$ cat config.mk
export PLATFORM = sky130hd
export DESIGN_NAME = freq_div_ctrl
export DESIGN_NICKNAME = d
export VERILOG_FILES = /design/src/rtl/freq_div_ctrl.sv
export SDC_FILE = /design/constraint.sdc
export NUM_CORES = 1
export LEC_CHECK = 0
export ABC_AREA = 1
export BUFFER_PORTS_ARGS = -buffer_cell sky130_fd_sc_hd__buf_2
export CAP_MARGIN = 0
export CORE_ASPECT_RATIO = 0.8
export CORE_UTILIZATION = 30
export DETAILED_ROUTE_END_ITERATION = 10
export PLACE_DENSITY_LB_ADDON = 0.08
export RECOVER_POWER = 25
export SLEW_MARGIN = 20
export SYNTH_ARGS = -nofsm -noshare
export SYNTH_HDL_FRONTEND = slang
export SYNTH_SLANG_ARGS = --single-unit
$ cat constraint.sdc
create_clock -name clk -period 5.02 [get_ports clk]
set_input_delay 0.502 -clock clk [delete_from_list [all_inputs] [get_ports clk]]
set_output_delay 0.502 -clock clk [all_outputs]
set_load 0.01 [all_outputs]
$ cat src/rtl/freq_div_ctrl.sv
// freq_div_ctrl: clock divider controller; ratio changes take effect only at period boundaries
module freq_div_ctrl #(
  parameter int CNT_W        = 8,
  parameter int DEFAULT_HALF = 4,
  parameter int PCNT_W       = 16
) (
  input  logic              clk,
  input  logic              rst,
  input  logic              en,
  input  logic              cfg_valid,
  input  logic [CNT_W-1:0]  cfg_half,
  output logic              cfg_ready,
  output logic              cfg_err,
  output logic              clockout,
  output logic              tick,
  output logic              busy,
  output logic [PCNT_W-1:0] period_cnt
);
  typedef enum logic [1:0] {IDLE, RUN, PEND, STOP} state_e;
  state_e state_q, state_d;
  logic [CNT_W-1:0] cnt_q, cnt_d, half_q, half_d, pend_q, pend_d;
  logic [PCNT_W-1:0] pcnt_q, pcnt_d;
  logic clk_q, clk_d, tick_q, tick_d, err_q, err_d, busy_q, busy_d, rdy_q, rdy_d;
  logic acc, load, counting, hit, tog, fall, has_p, apply, going_idle;
  assign acc      = cfg_valid && rdy_q;
  assign load     = state_q == RUN && acc && cfg_half != '0;
  assign counting = state_q != IDLE;
  assign hit      = cnt_q == half_q - CNT_W'(1);
  assign tog      = counting && hit;
  assign fall     = tog && clk_q;
  always_ff @(posedge clk or posedge rst) begin
    if (rst) begin
      state_q <= IDLE;
      cnt_q   <= '0;
      half_q  <= CNT_W'(DEFAULT_HALF);
      pend_q  <= '0;
      pcnt_q  <= '0;
      clk_q   <= 1'b0;
      tick_q  <= 1'b0;
      err_q   <= 1'b0;
      busy_q  <= 1'b0;
      rdy_q   <= 1'b1;
    end else begin
      state_q <= state_d;
      cnt_q   <= cnt_d;
      half_q  <= half_d;
      pend_q  <= pend_d;
      pcnt_q  <= pcnt_d;
      clk_q   <= clk_d;
      tick_q  <= tick_d;
      err_q   <= err_d;
      busy_q  <= busy_d;
      rdy_q   <= rdy_d;
    end
  end
  // Dropping en while high lets the high phase finish in STOP so no runt pulse appears
  always_comb begin
    state_d = state_q;
    case (state_q)
      IDLE:      state_d = en ? RUN : IDLE;
      RUN, PEND: state_d = !en ? ((!clk_q || fall) ? IDLE : STOP)
                               : (state_q == PEND && fall) ? RUN : load ? PEND : state_q;
      STOP:      state_d = fall ? IDLE : STOP;
      default:   state_d = IDLE;
    endcase
  end
  always_comb begin
    going_idle = state_d == IDLE;
    has_p      = busy_q || load;
    apply      = (busy_q && fall) || (has_p && counting && going_idle);
    pend_d     = load ? cfg_half : pend_q;
    half_d     = apply ? pend_d : (state_q == IDLE && acc && cfg_half != '0) ? cfg_half : half_q;
    busy_d     = has_p && !apply;
    cnt_d      = (!counting || going_idle || hit) ? '0 : cnt_q + CNT_W'(1);
    clk_d      = !going_idle && (clk_q ^ tog);
    tick_d     = !going_idle && tog && !clk_q;
    pcnt_d     = pcnt_q + PCNT_W'(fall);
    err_d      = acc && cfg_half == '0;
    rdy_d      = state_d == IDLE || state_d == RUN;
  end
  assign cfg_ready  = rdy_q;
  assign cfg_err    = err_q;
  assign clockout   = clk_q;
  assign tick       = tick_q;
  assign busy       = busy_q;
  assign period_cnt = pcnt_q;
endmodule

# Word-level counts from Yosys, hierarchy flattened
# Cells that the tools add are included.
[op_classes]
add_sub_neg = 3
eq_ne = 5
mux = 11
bitwise = 1
n_reduce_logical = 33
[ops]
columns = ["operator", "count"]
rows = [
  ["$mux 8", 4],
  ["$add 16x1->16", 1],
  ["$logic_and 1x1->1", 16],
  ["$mux 2", 5],
  ["$add 8x1->8 const B", 1],
  ["$eq 8x8->1", 1],
  ["$logic_not 8->1", 1],
  ["$reduce_bool 8->1", 1],
  ["$sub 8x1->8 const B", 1],
  ["$logic_or 1x1->1", 6],
  ["$pmux 2 s3", 1],
  ["$eq 2x1->1 const B", 2],
  ["$eq 2x2->1 const B", 2],
  ["$logic_not 1->1", 4],
  ["$logic_not 2->1", 2],
  ["$reduce_bool 2->1", 2],
  ["$reduce_or 2->1", 1],
  ["$mux 1", 1],
  ["$xor 1x1->1", 1],
]
[totals]
register_bits = 47
out_inout_bits = 21

# Longest topological paths before layout
# Gate-level depths: netlist of the first run.
[logic_depth]
ltp_word = 13
mapped_depth = 21

# Least setup slack after synthesis of the first run
# No wires, ideal clock.
[synth_path]
path_kind = "register to register"
from = "register half_q[0]"
to = "register pcnt_q[14], in the netlist period_cnt[14]"
setup_time_ns = 0.125
arrival_time_ns = 2.954
slack_ns = 1.941
stages_incl_launch_ff = 20
n_path_buf = 0
period_less_slack_ns = 3.079
path_cell_list = "dfrtp_1 -> inv_1 -> ha_1 -> nand4_1 -> xor2_1 -> nand2_1 -> nand2_1 -> nor2_1 -> nand3_1 -> nor2_1 -> ha_1 -> ha_1 -> ha_1 -> nand3_1 -> nor2_1 -> nand3_1 -> or2_2 -> nor3_2 -> nand2_1 -> xnor2_1"
[synth_via]
elab_chain_len = 5
[synth_rtl]
columns = ["element", "line_no", "rtl"]
rows = [
  ["from (decl)", "21", "logic [CNT_W-1:0] cnt_q, cnt_d, half_q, half_d, pend_q, pend_d;"],
  ["from (signal assigned)", "35", "half_q <= CNT_W'(DEFAULT_HALF);"],
  ["from (signal assigned)", "46", "half_q <= half_d;"],
  ["$sub 8x1->8", "28", "assign hit = cnt_q == half_q - CNT_W'(1);"],
  ["$eq 8x8->1", "28", ""],
  ["$logic_and 1x1->1", "29", "assign tog = counting && hit;"],
  ["$logic_and 1x1->1", "30", "assign fall = tog && clk_q;"],
  ["$add 16x1->16", "77", "pcnt_d = pcnt_q + PCNT_W'(fall);"],
  ["named net pcnt_d[14]", "22", "logic [PCNT_W-1:0] pcnt_q, pcnt_d;"],
  ["to (signal assigned)", "48", "pcnt_q <= pcnt_d;"],
  ["to (decl)", "22", ""],
]
# The timed path passes the listed nets, and every way through them passes these cells.
# A chain may end at the register's enable or synchronous reset.

# Worst setup path after layout of the first run
# Ends and elaborated chain as after synthesis.

==> run_results.csv, run 1 <==
group,metric,value,unit
yosys,ys_types,29,
worst_setup_path,crit_required,5210,ps
global_routing,grt.total_usage,13.1,%
placement,dp_cells,424,
layout,stdcell_count,432,
yosys,syn_area_per_cell,8.74,um2
clocking,tritoncts.num_buffers,5,
clocking,clkTransAtPathRegs,90,ps
yosys,yosys.area.top_type_share,44.9,%
worst_setup_path,critPathLaunchType,"register",
floorplan,ioPinCount,33,
drt,vias,1835,
yosys,seq_area_frac_synth,47.0,%
layout,area_growth,14.9,%
drt,drc,0,
yosys,ys_warn_count,0,
floorplan,rows,29,
floorplan,die_area,8730,um2
clocking,cts_tree,"built",
clocking,clock_path_buffers,2,
power_and_ir_drop,power_density,481,nW/um2
global_routing,antenna_found_initial,0,
worst_setup_path,cp_max_fo,4,
layout,fillers,855,
timing,rsz0062_at_grt,"false",
floorplan,coreArea,8020,um2
yosys,synthTopCellsByArea,"dfrtp_1 (45%), nand2_1 (8.8%), inv_1 (6.0%)",
timing,fin_hold_ws,477,ps
drt,ant_nets,0,
clocking,cts_root_buf,"clkbuf_8",
timing,finalHoldViolCount,0,
worst_setup_path,critPathKind,"register to register",
worst_hold_path,whs_path_depth,1,
global_routing,grt_pass1_vias,1782,
worst_setup_path,timing.rr.start,"half_q[0]$_DFFE_PP0P_",
clocking,clock_sinks,47,
power_and_ir_drop,leakagePower,1.47,nW
yosys,yosysTopAreaCell,"dfrtp_1",
worst_setup_path,rrSetupSlack,1540,ps
floorplan,die_y,83.8,um
outcome,outcome,"finished with violations",
global_routing,grt_pass1_wl,8.87,mm
layout,drive_gt1_share,19.1,%
floorplan,start_util,31.3,%
run,drv_cap,1,
power_and_ir_drop,irDropWorstVdd,0.000173,V
timing,finalCritPeriodShare,69.4,%
placement,preCtsSetupSlack,1520,ps
worst_hold_path,hold_path.class,"register to register",
drt,dr.pass1.iters,4,
worst_setup_path,end_kind,"register",
placement,gp_congestion,0.735,
drt,routedWlPerCell,12.0,um
yosys,synth.cell_area,2510,um2
timing,maxSlewViolCount,48,
timing,fmax,287,MHz
clocking,cts_hold_buf,0,
yosys,synthCells,287,
layout,diodes,0,
outcome,violations,"capacitance limit, slew limit",
worst_setup_path,cp_data_arrival_time,3670,ps
yosys,ys_seq_elements,47,
worst_setup_path,r2r_cells,18,
layout,nets,345,
floorplan,die_w,104,um
clocking,htreeDepth,2,
timing,fin_crit,3480,ps
timing,setup_ws,1540,ps
timing,max_slew_margin,-45.3,%
layout,final_cell_mix,"nand2_1 (59), dfrtp_1 (45), inv_1 (39), buf_2 (30), nor2_1 (23)",
clocking,cts_setup_buffers,0,
clocking,post_cts_resize_count,0,
yosys,syn-num-nets,309,
clocking,insertion_delay,300,ps
placement,dpl.hpwl,3.82,mm
worst_hold_path,hold_path_end,"period_cnt[15]$_DFF_PP0_",
layout,final_common_cell,"nand2_1",
worst_setup_path,rr_endpoint,"period_cnt[14]$_DFF_PP0_",
timing,setup-violations-final,0,
drt,first_iter_violations,69,
drt,drt_wl_total,5.20,mm
drt,via_per_inst,4.25,
timing,skew,6.43,ps
timing,fin_tns_setup,0,ps
placement,port_buffers,32,
global_routing,grt_max_degree,48,
timing,worst_pin_slew,2170,ps
global_routing,grt_overflow,0,
worst_hold_path,holdCritStartpoint,"period_cnt[15]$_DFF_PP0_",
==> state kept, by name (all words and copies together), names as in the netlist <==
signal,cells
cnt_q,8
state_q,2
pend_q,8
clockout,1
busy,1
half_q,8
period_cnt,16
cfg_ready,1
cfg_err,1
tick,1
==> synth_stat cells <==
library cell / count
clkbuf_1: 1
dfrtp_1: 45
nor3_2: 1
nand3_2: 2
buf_2: 1
nor2_2: 2
nor3b_1: 2
and3_1: 1
nand4_1: 11
inv_1: 40
ha_1: 10
buf_6: 1
nor3_1: 2
nand3_4: 1
nand3_1: 19
nand2_1: 59
dfstp_2: 2
o22ai_1: 1
o21ai_2: 1
a21oi_1: 6
nand2_4: 2
nand2_2: 3
nor2_1: 23
xnor2_1: 14
or2_2: 10
xor2_1: 16
o21a_1: 1
o21ai_0: 9
a21boi_0: 1
==> cell families (layout without fill, tap and decap cells) <==
logic type                 after synthesis  after routing  share of synthesized area [%]
xor gates and xnor gates                30             30                           10.5
adders and majority gates               10             10                           4.99
AOI/OAI and AO/OA                       19             19                           4.19
buffers and inverters                   43             80                           6.78
and+or+nand+nor                        138            138                           26.6
DFF                                     47             47                           47.0
==> critical path, stage by stage (launching register included) <==
cell and delay [ps]:
dfrtp_1 420, inv_1 80, ha_1 200, nand4_1 130, xor2_1 190, o22ai_1 100
nor2_1 80, nand3_1 120, nor2_1 200, ha_1 280, ha_1 200, ha_1 180
nand3_1 120, nor2_1 170, nand3_1 150, or2_2 340, nor3_2 180, nand2_1 100
xnor2_1 130
==> worst max path at each step <==
| stage | start | end | cells past startpoint | slack [ps] |
|---|---|---|---|---|
| finish | half_q[0]$_DFFE_PP0P_ | period_cnt[14]$_DFF_PP0_ | 18 | 1540 |
| global placement | half_q[0]$_DFFE_PP0P_ | period_cnt[15]$_DFF_PP0_ | 19 | 1650 |
| floorplan | half_q[0]$_DFFE_PP0P_ | period_cnt[14]$_DFF_PP0_ | 19 | 1940 |
| CTS | half_q[0]$_DFFE_PP0P_ | period_cnt[14]$_DFF_PP0_ | 18 | 1480 |
| detailed placement | half_q[0]$_DFFE_PP0P_ | period_cnt[14]$_DFF_PP0_ | 18 | 1520 |
| global route | half_q[0]$_DFFE_PP0P_ | period_cnt[14]$_DFF_PP0_ | 19 | 1090 |
==> routing by layer <==
metal	wire length (um)	share of wire (%)	GRT usage [%]	vias to the layer above
met1	2950	57	19.6	828
li1	-	-	-	975
met3	168	3.2	2.81	5
met5	0	0	0	-
met4	55	1.1	4.29	0
met2	2020	39	18.5	27
==> where the power goes <==
| group | total (mW) | switching (mW) | leakage [nW] | internal [mW] |
|---|---|---|---|---|
| logic | 0.596 | 0.375 | 0.818 | 0.221 |
| registers | 0.534 | 0.0591 | 0.605 | 0.475 |
| clock network | 0.257 | 0.131 | 0.0515 | 0.126 |
| total | 1.39 | 0.565 | 1.47 | 0.822 |
==> per-stage QoR <==
stage	cell area (um2)	total power, mW	util [%]
floorplan	2510	1.02	-
global placement	2780	1.15	34.7
detailed placement	2780	1.15	34.7
CTS	2880	1.41	36.0
global route	2880	1.53	35.9
finish	2880	1.39	35.9
==> final cells by class <==
cell class / instances / area (um2) / share of cell area [%]
inverters: 40 / 151 / 5.25
multi-input cells: 197 / 1160 / 40.2
flip-flops and latches: 47 / 1180 / 40.9
well taps: 108 / 135 / 4.69
repair buffers: 32 / 158 / 5.47
clock buffers: 8 / 100 / 3.47
Power figures use the tool's default switching activity.
==> run 2, diff against run 1 <==
==> constraint.sdc (replaced) <==
create_clock -name clk -period 3.02 [get_ports clk]
set_input_delay 0.302 -clock clk [delete_from_list [all_inputs] [get_ports clk]]
set_output_delay 0.302 -clock clk [all_outputs]
set_load 0.01 [all_outputs]
==> run_results.csv, run 2 (synthesis results as in run 1) <==
group,metric,value,unit
global_routing,antenna_found_initial,0,
drt,via_per_inst,4.36,
floorplan,die_y,83.8,um
drt,dr.pass1.iters,4,
global_routing,grt_pass1_wl,9.18,mm
clocking,tritoncts.num_buffers,5,
timing,fin_crit,2870,ps
clocking,insertion_delay,300,ps
timing,rsz0062_at_grt,"true",
drt,vias,2007,
placement,dpl.hpwl,3.87,mm
placement,dp_cells,441,
clocking,cts_tree,"built",
layout,final_common_cell,"nand2_1",
outcome,violations,"capacitance limit, slew limit",
clocking,cts_hold_buf,0,
worst_hold_path,hold_path.class,"input pin to register",
placement,gp_congestion,0.721,
layout,largest_reg_flops,16,
layout,diodes,0,
drt,drt_wl_total,5.56,mm
clocking,htreeDepth,2,
clocking,clkTransAtPathRegs,100,ps
floorplan,start_util,31.3,%
global_routing,grt.total_usage,13.2,%
worst_setup_path,cp_max_fo,8,
timing,setup-violations-final,0,
worst_setup_path,end_kind,"register",
worst_setup_path,cp_data_arrival_time,3060,ps
global_routing,grt_overflow,0,
drt,first_iter_violations,65,
clocking,clock_sinks,47,
power_and_ir_drop,irDropWorstVdd,0.000329,V
clocking,cts_root_buf,"clkbuf_8",
clocking,clock_path_buffers,2,
layout,drive_gt1_share,32.1,%
power_and_ir_drop,leakagePower,1.66,nW
timing,max_slew_margin,-43.0,%
timing,skew,11.9,ps
floorplan,die_area,8730,um2
timing,finalHoldViolCount,0,
run,drv_cap,1,
drt,ant_nets,0,
layout,stdcell_count,460,
layout,finalCoreUtilization,41.1,%
timing,finalCritPeriodShare,94.9,%
floorplan,coreArea,8020,um2
global_routing,grt_pass1_vias,1908,
worst_setup_path,crit_required,3220,ps
floorplan,die_w,104,um
global_routing,grt_max_degree,48,
layout,nets,373,
power_and_ir_drop,power.total,2.72,mW
layout,area_growth,31.3,%
floorplan,ioPinCount,33,
layout,final_cell_mix,"nand2_1 (56), dfrtp_1 (45), inv_1 (37), buf_2 (32), buf_4 (25)",
layout,fillers,841,
placement,port_buffers,32,
drt,drc,0,
power_and_ir_drop,power_density,827,nW/um2
timing,maxSlewViolCount,48,
timing,worst_pin_slew,2130,ps
worst_setup_path,critPathLaunchType,"register",
drt,routedWlPerCell,12.1,um
outcome,outcome,"finished with violations",
floorplan,rows,29,
timing,fmax,349,MHz
worst_setup_path,critPathKind,"register to register",
==> run 2: final timing paths <==
check	start	cells past startpoint	endpoint	slack, ps
min in group asynchronous	rst	2	period_cnt[10]$_DFF_PP0_	550
hold / removal	cfg_valid	3	cfg_err$_DFF_PP0_	270
setup / recovery	half_q[2]$_DFFE_PP1P_	20	half_q[6]$_DFFE_PP0P_	150
hold reg to reg	period_cnt[15]$_DFF_PP0_	1	period_cnt[15]$_DFF_PP0_	490
setup reg to reg	half_q[2]$_DFFE_PP1P_	20	half_q[6]$_DFFE_PP0P_	150
max in group asynchronous	rst	2	pend_q[7]$_DFF_PP0_	1510
==> run 2: cell type report <==
class                   count  area, um2  share of cell area (%)
inverters                  40        151                    4.60
well taps                 108        135                    4.10
clock buffers               6       82.6                    2.51
repair buffers             59        393                    11.9
flip-flops and latches     47       1180                    35.8
multi-input cells         198       1310                    39.9
clock inverters             2       38.8                    1.18
==> run 2: power by group <==
group          switching [mW]  leakage (nW)  total, mW  internal (mW)
Clock                   0.231        0.0618      0.504          0.273
Combinational           0.753         0.993       1.34          0.589
Sequential             0.0873         0.605      0.877          0.790
==> run 2: through the flow <==
stage	setup TNS (ps)	worst slack, ps	hold slack, ps	instance area [um2]
after detailed placement	-99.6	-99.6	478	2970
after global routing	-358	-64.7	286	3290
after CTS	0	5.26	261	3120
after floorplan	0	6.06	466	2550
final	0	154	272	3290
after global placement	-48.7	-48.7	472	2970
==> run 2: worst max-delay path: stages, from the launching register on <==
cell,delay [ps]
dfstp_2,580
nor2_2,40
nand2_2,90
nor2_2,50
xor2_1,190
o22ai_1,90
nor2_1,130
nand3_2,100
nor2_4,150
buf_4,120
buf_4,90
inv_1,30
ha_1,170
o21a_1,180
nand2_1,80
nand2_2,60
nand2_4,80
nand3_4,160
clkbuf_16,220
nand4_1,70
nand2_1,60
==> run 2: what timing repair did <==
action                                  CTS  global route
endpoints found under the setup margin    2            15
pin swaps                                 3            14
cloned                                    0             2
setup buffers                             1             8
gates resized for setup                   2            18
==> run 2: metal layers <==
layer,global-route usage (%),share of wire (%),vias to the layer above
met5,0,0,-
met4,4.29,0.99,0
met3,2.97,3.0,5
met2,19.0,41,29
met1,19.5,55,940
li1,-,-,1033
